## src/rtl/booth_divider_seq_if.sv

```systemverilog
// Handshake and operand/result bundle for booth_divider_seq.
// The master side issues start/N/D; the slave side (the divider) returns busy/done/Q/R/dz/ovf.
interface booth_divider_seq_if #(
    parameter int TAM = 8
);
    logic                 start;
    logic [2*TAM-1:0]     N;
    logic [TAM-1:0]       D;
    logic                 busy;
    logic                 done;
    logic [2*TAM-1:0]     Q;
    logic [TAM-1:0]       R;
    logic                 dz;
    logic                 ovf;

    modport master (
        output start, N, D,
        input  busy, done, Q, R, dz, ovf
    );

    modport slave (
        input  start, N, D,
        output busy, done, Q, R, dz, ovf
    );
endinterface

```

## src/rtl/booth_divider_seq.sv

```systemverilog
// Sequential signed restoring divider: 2*TAM-bit dividend by TAM-bit divisor, one quotient bit per clock.
// Optional macro DIV_ZERO_FASTPATH_EN lets divide-by-zero/overflow results bypass the iteration sequence.
module booth_divider_seq #(
    parameter int TAM = 8
) (
    input  logic              clk,
    input  logic              rst,
    booth_divider_seq_if.slave bus
);
    localparam int CW = $clog2(2*TAM) + 1;
    localparam logic [2*TAM-1:0] MOST_NEG = {1'b1, {(2*TAM-1){1'b0}}};

    typedef enum logic [1:0] {IDLE, CALC, SIGN} state_t;

    state_t state, next_state;

    logic [2*TAM-1:0] quo;
    logic [TAM:0]     rem;
    logic [TAM-1:0]   dmag;
    logic [CW-1:0]    cnt;
    logic             sign_q, sign_r;
    logic             dz_pend, ovf_pend;
    logic [TAM-1:0]   n_low;

    logic             accept, finish;
    logic [2*TAM-1:0] n_mag;
    logic [TAM-1:0]   d_mag;
    logic             is_dz, is_ovf;
    logic [TAM:0]     shifted, trial;
    logic             fits;

    // Magnitudes are formed in unsigned width so the most-negative operands stay exact.
    always_comb begin
        n_mag   = bus.N[2*TAM-1] ? -bus.N : bus.N;
        d_mag   = bus.D[TAM-1]   ? -bus.D : bus.D;
        is_dz   = (bus.D == '0);
        is_ovf  = (bus.N == MOST_NEG) && (bus.D == '1);
        shifted = {rem[TAM-1:0], quo[2*TAM-1]};
        fits    = (shifted >= {1'b0, dmag});
        trial   = shifted - {1'b0, dmag};
    end

    always_ff @(posedge clk or posedge rst) begin
        if (rst) state <= IDLE;
        else     state <= next_state;
    end

    always_comb begin
        next_state = state;
        accept     = 1'b0;
        finish     = 1'b0;
        case (state)
            IDLE: begin
                if (bus.start) begin
                    accept = 1'b1;
`ifdef DIV_ZERO_FASTPATH_EN
                    next_state = (is_dz || is_ovf) ? SIGN : CALC;
`else
                    next_state = CALC;
`endif
                end
            end
            CALC: begin
                if (cnt == CW'(2*TAM-1)) next_state = SIGN;
            end
            SIGN: begin
                finish     = 1'b1;
                next_state = IDLE;
            end
            default: next_state = IDLE;
        endcase
    end

    assign bus.busy = (state != IDLE);

    // Special cases are classified at acceptance and override the iterated result when finishing.
    always_ff @(posedge clk or posedge rst) begin
        if (rst) begin
            quo      <= '0;
            rem      <= '0;
            dmag     <= '0;
            cnt      <= '0;
            sign_q   <= 1'b0;
            sign_r   <= 1'b0;
            dz_pend  <= 1'b0;
            ovf_pend <= 1'b0;
            n_low    <= '0;
            bus.done <= 1'b0;
            bus.Q    <= '0;
            bus.R    <= '0;
            bus.dz   <= 1'b0;
            bus.ovf  <= 1'b0;
        end else begin
            bus.done <= finish;
            if (accept) begin
                quo      <= n_mag;
                dmag     <= d_mag;
                rem      <= '0;
                cnt      <= '0;
                sign_q   <= bus.N[2*TAM-1] ^ bus.D[TAM-1];
                sign_r   <= bus.N[2*TAM-1];
                dz_pend  <= is_dz;
                ovf_pend <= is_ovf;
                n_low    <= bus.N[TAM-1:0];
            end else if (state == CALC) begin
                rem <= fits ? trial : shifted;
                quo <= {quo[2*TAM-2:0], fits};
                cnt <= cnt + CW'(1);
            end
            if (finish) begin
                if (dz_pend) begin
                    bus.Q   <= '1;
                    bus.R   <= n_low;
                    bus.dz  <= 1'b1;
                    bus.ovf <= 1'b0;
                end else if (ovf_pend) begin
                    bus.Q   <= MOST_NEG;
                    bus.R   <= '0;
                    bus.dz  <= 1'b0;
                    bus.ovf <= 1'b1;
                end else begin
                    bus.Q   <= sign_q ? -quo : quo;
                    bus.R   <= sign_r ? -rem[TAM-1:0] : rem[TAM-1:0];
                    bus.dz  <= 1'b0;
                    bus.ovf <= 1'b0;
                end
            end
        end
    end
endmodule
```

## src/flat_wrapper.sv

```systemverilog
// flat-port wrapper written by rule: the top's interface ports become plain ports
module booth_divider_seq_flat 
#(
    parameter int TAM = 8
)
  (clk, rst, bus_start, bus_N, bus_D, bus_busy, bus_done, bus_Q, bus_R, bus_dz, bus_ovf);
  booth_divider_seq_if #(.TAM(TAM)) bus_i ();
  input  logic clk;
  input  logic rst;
  input wire logic [$bits(bus_i.start)-1:0] bus_start;
  input wire logic [$bits(bus_i.N)-1:0] bus_N;
  input wire logic [$bits(bus_i.D)-1:0] bus_D;
  output wire logic [$bits(bus_i.busy)-1:0] bus_busy;
  output wire logic [$bits(bus_i.done)-1:0] bus_done;
  output wire logic [$bits(bus_i.Q)-1:0] bus_Q;
  output wire logic [$bits(bus_i.R)-1:0] bus_R;
  output wire logic [$bits(bus_i.dz)-1:0] bus_dz;
  output wire logic [$bits(bus_i.ovf)-1:0] bus_ovf;
  assign bus_i.start = bus_start;
  assign bus_i.N = bus_N;
  assign bus_i.D = bus_D;
  assign bus_busy = bus_i.busy;
  assign bus_done = bus_i.done;
  assign bus_Q = bus_i.Q;
  assign bus_R = bus_i.R;
  assign bus_dz = bus_i.dz;
  assign bus_ovf = bus_i.ovf;
  booth_divider_seq #(.TAM(TAM)) u_core (.clk(clk), .rst(rst), .bus(bus_i));
endmodule
```

## config.mk

```make
export PLATFORM = sky130hd
export DESIGN_NAME = booth_divider_seq_flat
export DESIGN_NICKNAME = d
export VERILOG_FILES = /design/src/rtl/booth_divider_seq_if.sv /design/src/rtl/booth_divider_seq.sv /design/src/flat_wrapper.sv
export SDC_FILE = /design/constraint.sdc
export NUM_CORES = 1
export LEC_CHECK = 0
export ABC_CLOCK_PERIOD_IN_PS = 6700
export CAP_MARGIN = 10
export CORE_MARGIN = 2
export CORE_UTILIZATION = 56
export DETAILED_ROUTE_END_ITERATION = 10
export MAX_ROUTING_LAYER = met4
export PLACE_DENSITY = 0.89
export SYNTH_ARGS = -nofsm -noshare
export SYNTH_HDL_FRONTEND = slang
export SYNTH_SLANG_ARGS = --single-unit
```

## constraint.sdc

```tcl
create_clock -name clk -period 6.7 [get_ports clk]
set_input_delay 2.01 -clock clk [delete_from_list [all_inputs] [get_ports clk]]
set_output_delay 2.01 -clock clk [all_outputs]
set_load 0.03 [all_outputs]
```

# Word level (Yosys, flattened, before mapping)
# Index checks and enable logic that the tools add are counted.
[word_totals]
ff_bits = 78
inputBits = 27
elab_cells = 60
[classes]
n_addsub = 6
order_cmp = 1
eq_ne = 7
muxes = 24
n_bitwise = 1
n_reduce_logical = 6
[ops]
columns = ["cell", "n"]
rows = [
  ["two-way mux 16 bit", 6],
  ["two-way mux 8 bit", 7],
  ["negator 16 bit", 2],
  ["equality test 16 bit, second input constant", 1],
  ["negator 8 bit", 2],
  ["two-way mux 5 bit", 2],
  [">= comparator 9 x 8 -> 1 bit", 1],
  ["equality test 8 bit, second input constant", 1],
  ["zero test 8 bit", 1],
  ["subtractor 8 bit", 1],
  ["two-way mux 1 bit", 6],
  ["adder 5 x 1 -> 5 bit, second input constant", 1],
  ["equality test 5 x 4 -> 1 bit, second input constant", 1],
  ["two-way mux 2 bit", 2],
  ["case mux 2 bit (2 select lines)", 1],
  ["nonzero test 2 bit", 2],
  ["equality test 2 x 1 -> 1 bit, second input constant", 1],
  ["equality test 2 bit, second input constant", 1],
  ["zero test 2 bit", 1],
  ["!= test 2 x 1 -> 1 bit, second input constant", 1],
  ["!= test 2 bit, second input constant", 1],
  ["AND reduction 2 bit", 1],
  ["logical AND 1 bit", 1],
  ["bitwise XOR 1 bit", 1],
]

# Depth between registers and ports, before layout
# Gate-level depths: netlist (run 1).
[logic_depth]
ltp_word = 4
ltp_mapped = 9

# Worst setup path after synthesis (run 1)
# Ideal clock, no wire load.
[synth_path]
kind = "input -> register"
from = "in bus_N[4]"
to = "reg u_core.quo[11]"
setup_time_ps = 130
arrival_ps = 3363
required_ps = 6570
path_slack_ps = 3208
path_stages = 5
path_buffers = 0
path_cell_list = "or3_1 > or4_4 > o41ai_2 > xor2_1 > o21ai_1"
[synth_between]
elab_chain_cells = 3
[synth_rtl]
columns = ["item", "line_no", "source"]
rows = [
  ["start, declared", "flat_wrapper.sv:11", "input wire logic [$bits(bus_i.N)-1:0] bus_N;"],
  ["negator 16 bit", "booth_divider_seq.sv:34", "n_mag = bus.N[2*TAM-1] ? -bus.N : bus.N;"],
  ["two-way mux 16 bit", "booth_divider_seq.sv:34", ""],
  ["two-way mux 16 bit", "booth_divider_seq.sv:95", "if (accept) begin"],
  ["end signal, assigned", "booth_divider_seq.sv:96", "quo <= n_mag;"],
  ["end signal, assigned", "booth_divider_seq.sv:107", "quo <= {quo[2*TAM-2:0], fits};"],
  ["end, declared", "booth_divider_seq.sv:17", "logic [2*TAM-1:0] quo;"],
]
# Every way passes these cells.
# A chain may end at the register's enable or synchronous reset.

# Worst setup path in the final report (run 1)
[layout_path]
from = "in bus_start"
to = "reg u_core.rem[5]"
[layout_between]
elab_chain_cells = 3
elab_cells_between_ends = 4
cone_classes = "3 x mux; 1 x reduce/logical"
[layout_rtl]
columns = ["item", "line_no", "source"]
rows = [
  ["start, declared", "flat_wrapper.sv:10", "input wire logic [$bits(bus_i.start)-1:0] bus_start;"],
  ["two-way mux 1 bit *", "booth_divider_seq.sv:54", "if (bus.start) begin"],
  ["two-way mux 1 bit *", "booth_divider_seq.sv:52", "case (state)"],
  ["two-way mux 8 bit or nonzero test 2 bit (tied branches)", "n/a", ""],
  ["end signal, assigned", "booth_divider_seq.sv:106", "rem <= fits ? trial : shifted;"],
  ["end, declared", "booth_divider_seq.sv:18", "logic [TAM:0] rem;"],
]
# Every way passes the cells marked *; elsewhere a longest branch is shown, timed or not.

==> results of run 1 <==
cell usage in the layout, fill, tap and decap left out, drive strengths merged, types with 3 or more instances in the layout:
cell | synthesis | layout
nor2 | 26 | 26
o22ai | 5 | 5
buf | 3 | 5
a32oi | 4 | 4
nand3 | 7 | 7
nor3b | 4 | 4
o21ai | 63 | 63
clkdlybuf4s50 | 0 | 54
dfrtp | 78 | 78
ha | 15 | 15
xor2 | 31 | 31
mux2i | 6 | 6
nand4 | 4 | 4
and3 | 6 | 6
clkinv | 0 | 3
a31oi | 3 | 3
nor3 | 8 | 8
o41ai | 4 | 4
inv | 28 | 28
o31ai | 13 | 13
nor2b | 5 | 5
or3 | 6 | 6
a221oi | 3 | 3
nand3b | 3 | 3
xnor2 | 12 | 12
nand2 | 76 | 76
or4 | 4 | 4
clkbuf | 22 | 11
a21oi | 33 | 33
a22oi | 7 | 7
o21a | 3 | 3
state kept, by name, summed over array words and instances (netlist names), 2 cells and up:
register / cells
u_core.bus.Q: 16
u_core.bus.R: 8
u_core.cnt: 5
u_core.dmag: 8
u_core.n_low: 8
u_core.quo: 16
u_core.rem: 8
u_core.state: 2
metrics by stage:
stage	instance area, um2	hold WS, ns	power, mW	util
after CTS	5320	0.484	2.42	0.684
after global placement	5090	0.456	1.94	0.655
after global routing	5340	0.504	2.63	0.688
final	5340	0.479	2.45	0.688
after detailed placement	5090	0.464	2.01	0.655
after floorplan	4500	0.438	1.69	-
cell families after synthesis:
family                   Yosys count  synth area share
flip-flops                        78             0.434
buffers and inverters             53            0.0484
XOR/XNOR                          43            0.0837
adder cells (fa/ha/maj)           16            0.0461
AND/OR/NAND/NOR                  156             0.163
multiplexers                       6            0.0133
AO/OA/AOI/OAI                    155             0.211
final timing paths:
kind	startpoint	end	slack, ns	depth (start not counted)
max in group asynchronous	rst	u_core.dmag[6]$_DFFE_PP0P_	3.83	3
worst max register to register	u_core.state[0]$_DFFE_PP0P_	u_core.rem[5]$_DFFE_PP0P_	4.28	5
worst max-delay path	bus_start	u_core.rem[5]$_DFFE_PP0P_	2.66	6
min in group asynchronous	rst	u_core.bus.dz$_DFFE_PP0P_	1.80	2
worst min-delay path	u_core.bus.dz$_DFFE_PP0P_	u_core.bus.dz$_DFFE_PP0P_	0.48	1
worst min register to register	u_core.bus.dz$_DFFE_PP0P_	u_core.bus.dz$_DFFE_PP0P_	0.48	1
critical path, stage by stage:
cell and delay [ns]:
clkdlybuf4s50_1 0.48, nor3b_2 0.19, buf_4 0.22, nor2_1 0.87
nand2_1 0.24, o21ai_0 0.27
metal layers:
layer | track usage | wire (um) | vias up
met3 | 0.0435 | 880 | 45
met4 | 0.120 | 338 | 0
li1 | - | - | 1889
met2 | 0.414 | 5210 | 216
met5 | - | 0 | -
met1 | 0.353 | 4550 | 1935
Yosys cell counts (4+ instances only):
cell / instances / area share
o31ai_1: 13 / 0.022
nand2_1: 76 / 0.063
dfrtp_1: 78 / 0.43
a21oi_1: 33 / 0.037
mux2i_1: 6 / 0.013
o22ai_1: 5 / 0.0070
ha_1: 15 / 0.042
inv_1: 28 / 0.023
o21ai_1: 8 / 0.0089
xnor2_1: 12 / 0.023
nand4_1: 4 / 0.0056
a32oi_1: 4 / 0.0078
clkbuf_1: 21 / 0.018
a22oi_1: 7 / 0.012
nand3_1: 7 / 0.0078
nor2b_1: 5 / 0.0070
nor2_1: 26 / 0.022
xor2_1: 31 / 0.060
nor3b_1: 4 / 0.0067
and3_1: 6 / 0.0083
o21ai_0: 54 / 0.060
nor3_1: 8 / 0.0089
or3_1: 6 / 0.0083
report_power, final:
group / leakage, nW / total (mW) / internal [mW] / switching [mW]
Clock: 0.113 / 0.399 / 0.221 / 0.178
Combinational: 1.24 / 1.17 / 0.505 / 0.662
Sequential: 0.988 / 0.881 / 0.656 / 0.225
Total: 2.34 / 2.45 / 1.38 / 1.06
area by class of cell:
type | count | area [um2]
inverter | 28 | 105
tap | 102 | 128
timing repair buffer | 59 | 598
fill | 611 | 2420
clock inverter | 5 | 82.6
sequential | 78 | 1950
multi-input combinational | 376 | 2340
clock buffer | 11 | 141
==> results.md, run 1 <==
- Drt pass-1 iters: 5
- Routed Antenna Nets: 0
- Fraction of layout instances using a drive strength above 1: 0.0521
- Final-stage net count: roughly 600
- Clock buffer count from CTS: 9
- Finished Layout Cells: about 660
- Clock Pin Slew Worst Setup and Hold Paths: 0.08 ns
- WL/cell: between 15 and 20 um
- # clock sinks: 78
- Clock Tree Buf Depth: 2
- Initial antenna violation count: 0
- Grt ovf: 0
- Inserted Diodes: 0
- DIE AREA: approximately 0.0088 mm2
- Clock Skews: ~0.0042 ns
- Crit-path max FO: 22
- Netlist cell types: 54
- Dpl hpwl: between 7000 and 8000 um
- Worst slew margin: 0.240
- EDFF count, synth: 0
- Port bufs: 54
- Worst min path class: register to register
- Min Tclk post-route: about 4 ns
- Max Freq: 248 MHz
- CTS H-tree lvls: 3
- Cell leakage power: ~2.3 nW
- Seq/Total Area, Yosys: 0.434
- GRT Util Overall: 0.268
- Endpoints failing hold: 0
- WS Path Type: primary input to register
- Syn_nets: 550
- Max-slew violations: 0
- TritonCTS clock tree: done
- Via count: just over 4,000
- Crit share post-route: 0.603
- Unrepaired setup endpoints after global routing: false
- Seq cells post-synth: 78
- Cell count after synthesis: between 500 and 600
- Core Area: roughly 0.008 mm2
- Setup TNS Final: 0 ns
- Worst-Margin Slew: 1.14 ns
- Row count: 32
- Setup Buffers After CTS: 0
- Final setup fails: 0
- Root Driver: clkbuf_8
- Final worst slack: 2.66 ns
- Clock latency at the later pin of the worst-skew pair: 0.36 ns
- Via density: 6.20
- Max-cap viol count: 0
- DP Worst Slack: approximately 2.4 ns
- Gp weighted congestion: approximately 0.9
- Initial DRC Count: 480
- Die width: around 94 um
- Vias in the first global route: roughly 3,700
- Die Span Y: between 90 and 100 um
- Post_cts resized: 0
- Data required time of the worst path: between 6 and 7 ns
- Post-placement cell count: between 600 and 700
- Syn. warnings: 0
- Worst IR Drop VDD: ~0.24 mV
- Status: complete, no violations
- Io pins: 55
- Drt drc: 0
- Pwr dens: 458 mW/mm2
- First-pass GRT wire length: 18,000 um
- Async S/R FF share, synth: 1.00
- Critical path capture point type: register
- Synth-to-Final Area Change: 18.7%
- Main synth FF type: dfrtp_1
- Starting density of the core: 0.579
- DRT Wirelength: between 10,000 and 15,000 um
- Largest net degree at the start of global routing: 78
- Syn_area_per_cell: around 8.9 um2
- Setup crit start kind: primary input
- Post-Syn Area: approximately 0.0045 mm2
- CTS hold repair buffers: 0
- Crit path DAT: roughly 4.3 ns
No activity file was read; power rests on OpenSTA's default activity.
==> inputs of run 2 (changes only) <==
--- a/config.mk
+++ b/config.mk
@@ -5,7 +5,7 @@
 export SDC_FILE = /design/constraint.sdc
 export NUM_CORES = 1
 export LEC_CHECK = 0
-export ABC_CLOCK_PERIOD_IN_PS = 6700
+export ABC_CLOCK_PERIOD_IN_PS = 4200
 export CAP_MARGIN = 10
 export CORE_MARGIN = 2
 export CORE_UTILIZATION = 56
==> constraint.sdc (replaced) <==
create_clock -name clk -period 4.2 [get_ports clk]
set_input_delay 1.26 -clock clk [delete_from_list [all_inputs] [get_ports clk]]
set_output_delay 1.26 -clock clk [all_outputs]
set_load 0.03 [all_outputs]
==> run 2 against run 1 <==
Effect of this change: cell count is the same; worst setup slack worse by 1.6 ns; utilization shrank 0.35 points; die area unchanged; combinational power up 56%; cell area fell by 0.52%; largest power group unchanged.
==> results.md, run 2 (synthesis results as in run 1) <==
- Via count: 3,971 (was 4,085)
- Root Driver: clkbuf_8 (unchanged)
- Clock Tree Buf Depth: 2 (unchanged)
- Critical path capture point type: register (unchanged)
- Port bufs: 54 (unchanged)
- Unrepaired setup endpoints after global routing: false (unchanged)
- Post-placement cell count: 643 (was 642)
- Io pins: 55 (unchanged)
- Final setup fails: 0 (unchanged)
- Data required time of the worst path: 4.41 ns (was 6.96 ns)
- Dpl hpwl: 8130 um (was 7890 um)
- Worst path cell trace: clkdlybuf4s50_1 > or3_1 > or4_4 > o41ai_2 > xor2_1 > o21ai_1 (was clkdlybuf4s50_1 > nor3b_2 > buf_4 > nor2_1 > nand2_1 > o21ai_0)
- Post_cts resized: 0 (unchanged)
- Finished Layout Cells: 659 (unchanged)
- Crit path DAT: 3.31 ns (was 4.30 ns)
- Setup TNS Final: 0 ns (unchanged)
- Grt ovf: 0 (unchanged)
- Largest regs: u_core.bus.Q: 16 flops, u_core.quo: 16 flops (unchanged)
- Final-stage net count: 595 (unchanged)
- Worst-Margin Slew: 1.04 ns (was 1.14 ns)
- Initial antenna violation count: 0 (unchanged)
- Clock Skews: 0.00874 ns (was 0.00424 ns)
- Worst slew margin: 0.305 (was 0.240)
- Clock buffer count from CTS: 9 (unchanged)
- First-pass GRT wire length: 17,900 um (was 18,000 um)
- Max-cap viol count: 0 (unchanged)
- Worst IR Drop VDD: 0.388 mV (was 0.236 mV)
- Fraction of layout instances using a drive strength above 1: 0.0539 (was 0.0521)
- Drt pass-1 iters: 6 (was 5)
- Setup Buffers After CTS: 0 (unchanged)
- Inserted Diodes: 0 (unchanged)
- WHS: 0.482 ns (was 0.479 ns)
- Vias in the first global route: 3,788 (was 3,747)
- Die Span Y: 93.6 um (unchanged)
- Synth-to-Final Area Change: 18.1% (was 18.7%)
- Endpoints failing hold: 0 (unchanged)
- Commonest non-fill, non-tap cell in the layout: dfrtp_1 (unchanged)
- WS Path Type: primary input to register (unchanged)
- DRT Wirelength: 11,000 um (about the same)
- Starting density of the core: 0.579 (unchanged)
- Buf/Inv on CP: 1 (was 2)
- Largest stage delay, worst path: 0.52 ns (was 0.87 ns)
- Slowest cell on the critical path: clkdlybuf4s50_1 (was nor2_1)
- Drt drc: 0 (unchanged)
- Routed Antenna Nets: 0 (unchanged)
- Clock Pin Slew Worst Setup and Hold Paths: 0.09 ns (was 0.08 ns)
- Max-slew violations: 0 (unchanged)
- Crit share post-route: 0.740
- Setup crit start kind: primary input (unchanged)
- CTS hold repair buffers: 0 (unchanged)
- # clock sinks: 78 (unchanged)
- GRT Util Overall: 0.269 (was 0.268)
- Highest-count cells in the layout ignoring fill and taps: 78 x dfrtp_1, 76 x nand2_1, 54 x o21ai_0, 54 x clkdlybuf4s50_1, 33 x a21oi_1 (unchanged)
- Row count: 32 (unchanged)
- DIE AREA: 0.00877 mm2 (unchanged)
- Worst min path class: register to register (unchanged)
- Fill cells: 624 (was 611)
- Status: complete, no violations (unchanged)
- Cell leakage power: 2.32 nW (was 2.34 nW)
- CP top delay family: simple AND/OR/NAND/NOR gates (unchanged)
- WL/cell: 16.7 um (about the same)
- Die width: 93.6 um (unchanged)
- Crit-path max FO: 5 (was 22)
- Gp weighted congestion: 0.924 (was 0.892)
- Clock latency at the later pin of the worst-skew pair: 0.35 ns (was 0.36 ns)
- Pwr dens: 720 mW/mm2 (was 458 mW/mm2)
- TritonCTS clock tree: done (unchanged)
- Via density: 6.03 (was 6.20)
- Largest net degree at the start of global routing: 42 (was 78)
- Max Freq: roughly 320 MHz
- Core Area: 0.00777 mm2 (unchanged)
- Initial DRC Count: 416 (was 480)
- CTS H-tree lvls: 3 (unchanged)
- Min Tclk post-route: around 3.1 ns
run 2: path summary, 6_finish.rpt:
path,to,start,cells after the start,slack [ns]
min reg2reg,u_core.bus.Q[2]$_DFFE_PP0P_,u_core.bus.Q[2]$_DFFE_PP0P_,2,0.48
max,u_core.quo[11]$_DFFE_PP0P_,bus_N[4],6,1.09
max reg2reg,u_core.rem[6]$_DFFE_PP0P_,u_core.quo[15]$_DFFE_PP0P_,9,1.94
max in group asynchronous,u_core.dmag[1]$_DFFE_PP0P_,rst,3,2.11
min in group asynchronous,u_core.bus.dz$_DFFE_PP0P_,rst,2,1.39
min,u_core.bus.Q[2]$_DFFE_PP0P_,u_core.bus.Q[2]$_DFFE_PP0P_,2,0.48
run 2: worst register-to-register path: cells and delay by family, from the launching register on:
family,cells,cell delay [ns]
adders and majority gates,2,0.61
buffers and inverters,2,0.16
DFF,1,0.47
xor gates and xnor gates,1,0.21
AOI/OAI and AO/OA,4,0.70
run 2: stage by stage:
stage          setup slack (ns)  utilization  total power, mW  cell area (um2)
4_1_cts                    1.12        0.684             3.82             5320
3_5_place_dp              0.764        0.658             3.22             5110
2_1_floorplan             0.945            -             2.69             4500
6_report                   1.09        0.684             3.83             5320
5_1_grt                    1.01        0.684             4.12             5320
3_3_place_gp              0.825        0.658             3.14             5110
run 2: metal layers:
metal  share of wire  vias up  global-route usage  wire [um]
met2            0.48      174               0.427       5240
met3           0.071       20              0.0346        779
li1                -     1884                   -          -
met4           0.023        0               0.100        255
met1            0.43     1893               0.357       4730
met5               0        -                   -          0
run 2: area by class of cell:
type	instances	area, um2	area share
well taps	102	128	0.0240
flip-flops and latches	78	1950	0.367
clock buffers	9	124	0.0233
inverters	28	105	0.0198
repair buffers	59	591	0.111
clock inverters	7	80.1	0.0151
multi-input cells	376	2340	0.440
run 2: report_power, final:
| part | switching (mW) | internal, mW | total [mW] |
|---|---|---|---|
| sequential | 0.362 | 1.05 | 1.41 |
| combinational | 1.04 | 0.796 | 1.83 |
| clock | 0.305 | 0.283 | 0.588 |
| total | 1.70 | 2.13 | 3.83 |
